## src/rtl/display_pkg.sv

```systemverilog
// Shared constants and state type for the display colour decoder.
package display_pkg;

  localparam int CYCLEWIDTH = 8;
  localparam int NUM_CH     = 3;

  typedef enum logic {
    IDLE  = 1'b0,
    ACCUM = 1'b1
  } dec_state_e;

endpackage

```

## src/rtl/display_color_channel_counter.sv

```systemverilog
// One colour channel: counts "on" sweep samples and converts the tally back
// into a channel value (count-1, with counts of 0 or 1 mapping to 0).
module display_color_channel_counter #(
  parameter int cyclewidth = 8
) (
  input  logic                  clk,
  input  logic                  rst,
  input  logic                  i_load,
  input  logic                  i_acc,
  input  logic                  i_bit,
  output logic [cyclewidth-1:0] o_value
);

  logic [cyclewidth:0] r_count;
  logic [cyclewidth:0] w_sum;
  logic [cyclewidth:0] w_dec;

  // A sweep-start sample replaces the old tally instead of adding to it.
  assign w_sum = (i_load ? '0 : r_count) + {{cyclewidth{1'b0}}, i_bit};
  assign w_dec = w_sum - {{cyclewidth{1'b0}}, 1'b1};
  assign o_value = (w_sum <= {{cyclewidth{1'b0}}, 1'b1}) ? '0 : w_dec[cyclewidth-1:0];

  always_ff @(posedge clk) begin
    if (rst)                 r_count <= '0;
    else if (i_load | i_acc) r_count <= w_sum;
  end

endmodule

```

## src/rtl/display_color_decoder.sv

```systemverilog
// Recovers a pixel from a PWM-style sweep of per-channel on/off bits.
// Optional sweep-order checking: define DISPLAY_COLOR_DECODER_SEQCHECK_EN.
module display_color_decoder
  import display_pkg::*;
#(
  parameter int cyclewidth = CYCLEWIDTH
) (
  input  logic                    clk,
  input  logic                    rst,
  input  logic                    in_valid,
  input  logic [cyclewidth-1:0]   cycle,
  input  logic [2:0]              rgb,
  output logic [3*cyclewidth-1:0] pixel,
  output logic                    out_valid,
  output logic                    seq_error
);

  localparam logic [cyclewidth-1:0] LAST = '1;

  dec_state_e                          r_state;
  logic [NUM_CH-1:0][cyclewidth-1:0]   r_pixel;
  logic                                r_out_valid;
  logic [NUM_CH-1:0][cyclewidth-1:0]   w_chan;
  logic                                w_start;
  logic                                w_in_accum;
  logic                                w_bad;
  logic                                w_acc;
  logic                                w_last;

  assign w_start    = in_valid & (cycle == '0);
  assign w_in_accum = in_valid & (r_state == ACCUM) & (cycle != '0);
  assign w_acc      = w_in_accum & ~w_bad;
  assign w_last     = w_acc & (cycle == LAST);

`ifdef DISPLAY_COLOR_DECODER_SEQCHECK_EN
  logic [cyclewidth-1:0] r_expected;
  logic                  r_seq_error;
  logic                  w_err;

  assign w_bad     = w_in_accum & (cycle != r_expected);
  // Restarting an unfinished sweep is also reported as a sequence fault.
  assign w_err     = w_bad | (w_start & (r_state == ACCUM));
  assign seq_error = r_seq_error;

  always_ff @(posedge clk) begin
    if (rst) begin
      r_expected  <= '0;
      r_seq_error <= 1'b0;
    end else begin
      r_seq_error <= w_err;
      if (w_start)    r_expected <= {{(cyclewidth-1){1'b0}}, 1'b1};
      else if (w_acc) r_expected <= r_expected + 1'b1;
    end
  end
`else
  assign w_bad     = 1'b0;
  assign seq_error = 1'b0;
`endif

  genvar g;
  generate
    for (g = 0; g < NUM_CH; g++) begin : g_ch
      display_color_channel_counter #(.cyclewidth(cyclewidth)) u_cnt (
        .clk     (clk),
        .rst     (rst),
        .i_load  (w_start),
        .i_acc   (w_acc),
        .i_bit   (rgb[g]),
        .o_value (w_chan[g])
      );
    end
  endgenerate

  always_ff @(posedge clk) begin
    if (rst) begin
      r_state     <= IDLE;
      r_pixel     <= '0;
      r_out_valid <= 1'b0;
    end else begin
      r_out_valid <= w_last;
      if (w_start)     r_state <= ACCUM;
      else if (w_last) begin
        r_state <= IDLE;
        r_pixel <= w_chan;
      end else if (w_bad) r_state <= IDLE;
    end
  end

  assign pixel     = r_pixel;
  assign out_valid = r_out_valid;

endmodule

```

## config.mk

```make
export PLATFORM = sky130hd
export DESIGN_NAME = display_color_decoder
export DESIGN_NICKNAME = d
export VERILOG_FILES = /design/src/rtl/display_pkg.sv /design/src/rtl/display_color_channel_counter.sv /design/src/rtl/display_color_decoder.sv
export SDC_FILE = /design/constraint.sdc
export NUM_CORES = 1
export LEC_CHECK = 0
export CAP_MARGIN = 30
export CORE_AREA = 2 2 90 92
export CTS_CLUSTER_DIAMETER = 100
export DETAILED_ROUTE_END_ITERATION = 7
export DIE_AREA = 0 0 92 94
export GPL_TIMING_DRIVEN = 1
export HOLD_SLACK_MARGIN = 0.02
export PLACE_DENSITY = 0.67
export SETUP_SLACK_MARGIN = 0.2
export SKIP_CTS_REPAIR_TIMING = 1
export SLEW_MARGIN = 25
export SYNTH_ARGS = -nofsm -noshare
export SYNTH_HDL_FRONTEND = slang
export SYNTH_SLANG_ARGS = --single-unit
```

## constraint.sdc

```tcl
create_clock -name clk -period 4.64 [get_ports clk]
set_input_delay 0.696 -clock clk [delete_from_list [all_inputs] [get_ports clk]]
set_output_delay 0.696 -clock clk [all_outputs]
set_load 0.05 [all_outputs]
```

Word-level counts from Yosys, hierarchy flattened:

Index checks and enable logic that the tools add are counted.

* $add $sub $neg: 6
* $lt $le $gt $ge: 3
* equal/unequal tests: 1
* mux-type cells: 8
* bitwise operators: 6
* reductions and logical operators: 4

Operator list (number)
* adder 9 x 1 -> 9 bit: 3
* less-or-equal comparator 9 x 1 -> 1 bit, second input constant: 3
* two-way mux 9 bit: 3
* two-way mux 8 bit: 3
* subtractor 8 x 1 -> 8 bit, second input constant: 3
* equality test 8 bit, second input constant: 1
* logical NOT 8 bit: 1
* nonzero test 8 bit: 1
* bitwise AND 1 bit: 4
* two-way mux 1 bit: 2
* AND reduction 2 bit: 1
* nonzero test 2 bit: 1
* inverter 1 bit: 1
* bitwise OR 1 bit: 1

* register bits after elaboration: 53
* input port bits: 14
* word-level logic and storage cells: 36

Longest topological paths before layout:

* depth after elaboration: 6
* gate-level depth with buffers: 16
* depth with buffers taken out: 14

Cells and area by module:

From an unflattened synthesis, not the netlist that was laid out.

* cells, all modules: 461
* area total of the unflattened synthesis: 3819.9 µm²

Modules (own cells, without submodules)
* display_color_channel_counter: times used 3, cells an instance 114, area an instance 868.3 µm², seq. area each 180.2 µm²
* display_color_decoder: times used 1, cells an instance 119, area an instance 1214.9 µm², seq. area each 520.5 µm²

Worst setup path before layout:

No wires, ideal clock.

* kind: input -> register
* start: in cycle[5]
* end: reg r_pixel, in the netlist pixel[15]
* arrival time: 3733 ps
* required time: 4523 ps
* setup slack: 791 ps
* stages on the path: 15
* path buffers: 3
* path through: nor4b_2 > nand3_1 > clkbuf_1 > clkbuf_1 > and2_1 > ha_1 > ha_1 > and3_1 > clkbuf_1 > nand3_1 > xor2_1 > nor2_1 > or4b_1 > a32o_1 > a22o_1

* word-level cells in the longest chain between the ends: 6
* elaborated cells between the ends (all ways): 13
* classes of those cells: 2 x add/sub; 1 x order compare; 1 x eq/ne; 2 x mux; 4 x bitwise; 3 x reduce/logical

RTL lines
* start: declaration: line display_color_decoder.sv:11 `input logic [cyclewidth-1:0] cycle,`
* logical NOT 8 bit: line display_color_decoder.sv:30 `assign w_start = in_valid & (cycle == '0);`
* bitwise AND 1 bit: line display_color_decoder.sv:30
* two-way mux 9 bit: line display_color_channel_counter.sv:19 `assign w_sum = (i_load ? '0 : r_count) + {{cyclewidth{1'b0}}, i_bit};`
* adder 9 x 1 -> 9 bit: line display_color_channel_counter.sv:19
* subtractor 8 x 1 -> 8 bit / less-or-equal comparator 9 x 1 -> 1 bit (equally long branches): line display_color_channel_counter.sv:20, display_color_channel_counter.sv:21
* two-way mux 8 bit: line display_color_channel_counter.sv:21 `assign o_value = (w_sum <= {{cyclewidth{1'b0}}, 1'b1}) ? '0 : w_dec[cyclewidth-1:0];`
* end signal: assignment: line display_color_decoder.sv:84 `r_pixel <= w_chan;`
* end: declaration: line display_color_decoder.sv:21 `logic [NUM_CH-1:0][cyclewidth-1:0] r_pixel;`

Several ways; a longest one is shown, not always the timed one.
A chain may end at the register's enable or synchronous reset.

Worst setup path in the final report:

* start: in in_valid
* end: reg r_pixel, in the netlist pixel[15]

* word-level cells in the longest chain between the ends: 5
* elaborated cells between the ends (all ways): 11
* classes of those cells: 2 x add/sub; 1 x order compare; 2 x mux; 5 x bitwise; 1 x reduce/logical

RTL lines
* start: declaration: line display_color_decoder.sv:10 `input logic in_valid,`
* bitwise AND 1 bit: line display_color_decoder.sv:30
* two-way mux 9 bit: line display_color_channel_counter.sv:19
* adder 9 x 1 -> 9 bit: line display_color_channel_counter.sv:19
* subtractor 8 x 1 -> 8 bit / less-or-equal comparator 9 x 1 -> 1 bit (equally long branches): line display_color_channel_counter.sv:20, display_color_channel_counter.sv:21
* two-way mux 8 bit: line display_color_channel_counter.sv:21

Several ways; a longest one is shown, not always the timed one.

==> metrics.md <==
| Metric | Value |
|---|---|
| Place WS | `0.380 ns` |
| Number of cells after detailed placement | `583` |
| Largest net degree at the start of global routing | `30` |
| Fmax | `0.253 GHz` |
| Avg Synthesized Cell Area | `7.41 um^2` |
| Multi-input gate area | `2190 um^2` |
| Non-Filler Instances | `591` |
| Skew-Pair Late Insertion Delay | `0.31 ns` |
| Synth async-reset ratio | `0` |
| Max Clock Skew | `0.00623 ns` |
| H-tree depth | `2` |
| Root Buffer | `clkbuf_8` |
| Largest stage delay, worst path | `0.56 ns` |
| Startpoint Class | `input pin` |
| PwrDens | `209 nW/um^2` |
| Synth area leader | `dfxtp_1` |
| PnR worst setup slack | `0.681 ns` |
| Run status | `complete, no violations` |
| Delay-heaviest family, CP | `simple AND/OR/NAND/NOR gates` |
| Worst-path cell with the longest stage delay | `or4b_1` |
| Synthesized-area fraction occupied by and/or/nand/nor cells | `0.271` |
| Pwr Total | `837 uW` |
| DRC | `0` |
| Number of global-route vias before repair | `2,968` |
| Netlist cell types | `55` |
| Initial DRC count | `262` |
| Die Width | `92 um` |
| CTS Buf Count | `5` |
| Max_slew headroom | `0.520` |
| Crit path required time | `4.85 ns` |
| Maximum VDD drop | `0.0922 mV` |
| Largest family of logic cells by synthesized area | `simple AND/OR/NAND/NOR gates` |
| Overall routed net length | `8660 um` |
| Global Route Usage Sum | `0.206` |
| CP arrival | `4.17 ns` |
| Diode count | `0` |
| Syn Std Cell Area | `3430 um^2` |
| Final nets | `514` |
| Area Growth Syn to Fin | `16.8%` |
| Vias | `3,340` |
| Share of layout cells above drive strength 1 | `0.0552` |
| CP bufs+invs | `2` |
| Cells after synthesis | `463` |
| Final Max Slew Viols | `0` |
| Tightest Pin Transition | `0.720 ns` |
| Drt first pass iters | `5` |
| Clock tree buffer depth | `2` |
| Top FF cell, synth | `dfxtp_1` |
| CTS clk-pin slew, worst paths | `0.10 ns` |
| Die extent in y | `94 um` |
| TNS Setup | `0 ns` |
| # setup viols final | `0` |
| Area contributors post-synth | `dfxtp_1, nor2_1, xnor2_1, nand2_1, a21oi_1` |
| Ports | `40` |
| Die area | `8650 um^2` |
| RSZ-0062 raised after global routing | `no` |
| Maximum fanout along the worst path | `29` |
| Crit end category | `register` |
| Post-Syn Nets | `489` |
| Fillers | `734` |
| GRT overflow | `0` |
| Core Box Area | `7610 um^2` |
| Clock sinks | `53` |
| Site Rows | `32` |
| Hold crit path type | `register to register` |
| Area share of xor/xnor cells in the synthesized design | `0.0894` |
| Area share of fa/ha/maj cells after synthesis | `0.0438` |
| Starting Density | `0.451` |
| Fin util | `0.526` |
| Port Buf Inserts | `38` |
| Yosys warnings | `0` |
| Synth top area share | `0.309` |
| Number of enable-type register cells in the synthesized netlist | `0` |
| CTS tree | `built` |
| CP Class | `input pin to register` |
| Multiplexer area fraction after synthesis | `0.0164` |
| Antenna violations before repair | `0` |
| Register area share after synthesis | `0.309` |
| HPWL after DPL | `6390 um` |
| Synth Area in Compound Gates | `0.216` |
| LEAKAGE | `1.44 nW` |
| Worst path cell trace | `clkdlybuf4s50_1 > nor4b_2 > nand3_1 > buf_4 > and2_1 > ha_1 > ha_1 > and3_1 > nand3_1 > xor2_1 > nor2_1 > or4b_1 > a32o_1 > a22o_1` |
| Fin crit share | `0.853` |
| Vias per cell | `5.65` |
| Max-cap violations | `0` |
| Global-route wire length before repair | `14,400 um` |
| Min Clock Period, post-route | `3.96 ns` |
| Final count of hold timing violations | `0` |
| Routability cong. | `0.897` |
| Avg WL per Cell | `14.7 um` |
| Antenna-violating nets left | `0` |
| FF+latch count, synth | `53` |
| Sequential cell area | `1060 um^2` |
## path summary, 6_finish.rpt
check                            to  slack, ns  cells after the start                                  start
max          pixel[15]$_SDFFE_PP0P_       0.68                     14                               in_valid
min          pixel[17]$_SDFFE_PP0P_       0.46                      2                 pixel[17]$_SDFFE_PP0P_
max reg2reg   pixel[4]$_SDFFE_PP0P_       1.69                      9  g_ch[0].u_cnt.r_count[0]$_SDFFE_PP0P_
min reg2reg  pixel[17]$_SDFFE_PP0P_       0.46                      2                 pixel[17]$_SDFFE_PP0P_
## metrics by stage
| step | instance area [um^2] | hold WS [ns] |
|---|---|---|
| floorplan | 3430 | 0.446 |
| global placement | 3890 | 0.436 |
| detailed placement | 3890 | 0.441 |
| CTS | 4010 | 0.464 |
| global route | 4010 | 0.486 |
| finish | 4010 | 0.457 |
## tightest hold or removal path: stages, from the launching register on
cell,delay (ns)
dfxtp_1,0.34
nand2_1,0.04
o21ai_0,0.05
## kinds of logic (layout without fill, tap and decap cells)
family                   Yosys count  after routing
AO/OA/AOI/OAI                    116            116
XOR/XNOR                          35             35
adder cells (fa/ha/maj)           12             12
buffers and inverters             43             69
flip-flops                        53             53
multiplexers                       5              5
other                              1              1
AND/OR/NAND/NOR                  198            198
## power breakdown
part           total (mW)  internal [mW]  switching [mW]  leakage (nW)
registers           0.455          0.455       0.0000531         0.427
clock network       0.322          0.162           0.160        0.0543
logic              0.0608         0.0259          0.0349         0.962
total               0.837          0.642           0.195          1.44
## flip-flops by register name, summed over array words and instances, names as in the netlist
| signal | flops |
|---|---|
| g_ch.u_cnt.r_count | 27 |
| pixel | 24 |
| out_valid | 1 |
| r_state | 1 |
## cell type report
cell class	instances	area share
repair buffers	49	0.116
inverters	12	0.0112
clock buffers	5	0.0172
flip-flops and latches	53	0.265
multi-input cells	367	0.548
well taps	102	0.0319
clock inverters	3	0.0116
## synth_stat cells, types with 7 or more instances
library cell	instances
xnor2_1	25
clkbuf_1	23
dfxtp_1	53
and2_1	8
a21oi_1	35
ha_1	12
o21ai_0	30
nor2_1	68
a31oi_1	8
xor2_1	10
nor2b_1	7
nand2_1	47
nor3_1	16
inv_1	12
nand3_1	21
## metal layers
metal	global-route usage	part of all wire	wire, um
met4	0.0547	0.015	126
met2	0.343	0.46	4020
met3	0.0329	0.055	473
met5	0	0	0
met1	0.277	0.47	4050
## placed cells by master, fill, tap and decap left out, drive strengths merged, types with 2 or more instances in the layout
cell type	n
nand2b	6
mux2	2
and3	6
clkdlybuf4s50	38
o211ai	5
a22oi	5
clkbuf	5
nor2	68
o21a	4
dfxtp	53
o21ai	31
xor2	10
buf	11
or3	5
o22ai	2
inv	12
xnor2	25
o31ai	2
nor2b	7
nor3	16
nand2	47
and2	8
o32ai	2
a21oi	35
ha	12
nor4	3
mux2i	3
a32o	6
a22o	4
a31oi	8
a211oi	2
nand4	5
nand3	22
(Power assumes the default switching activity.)
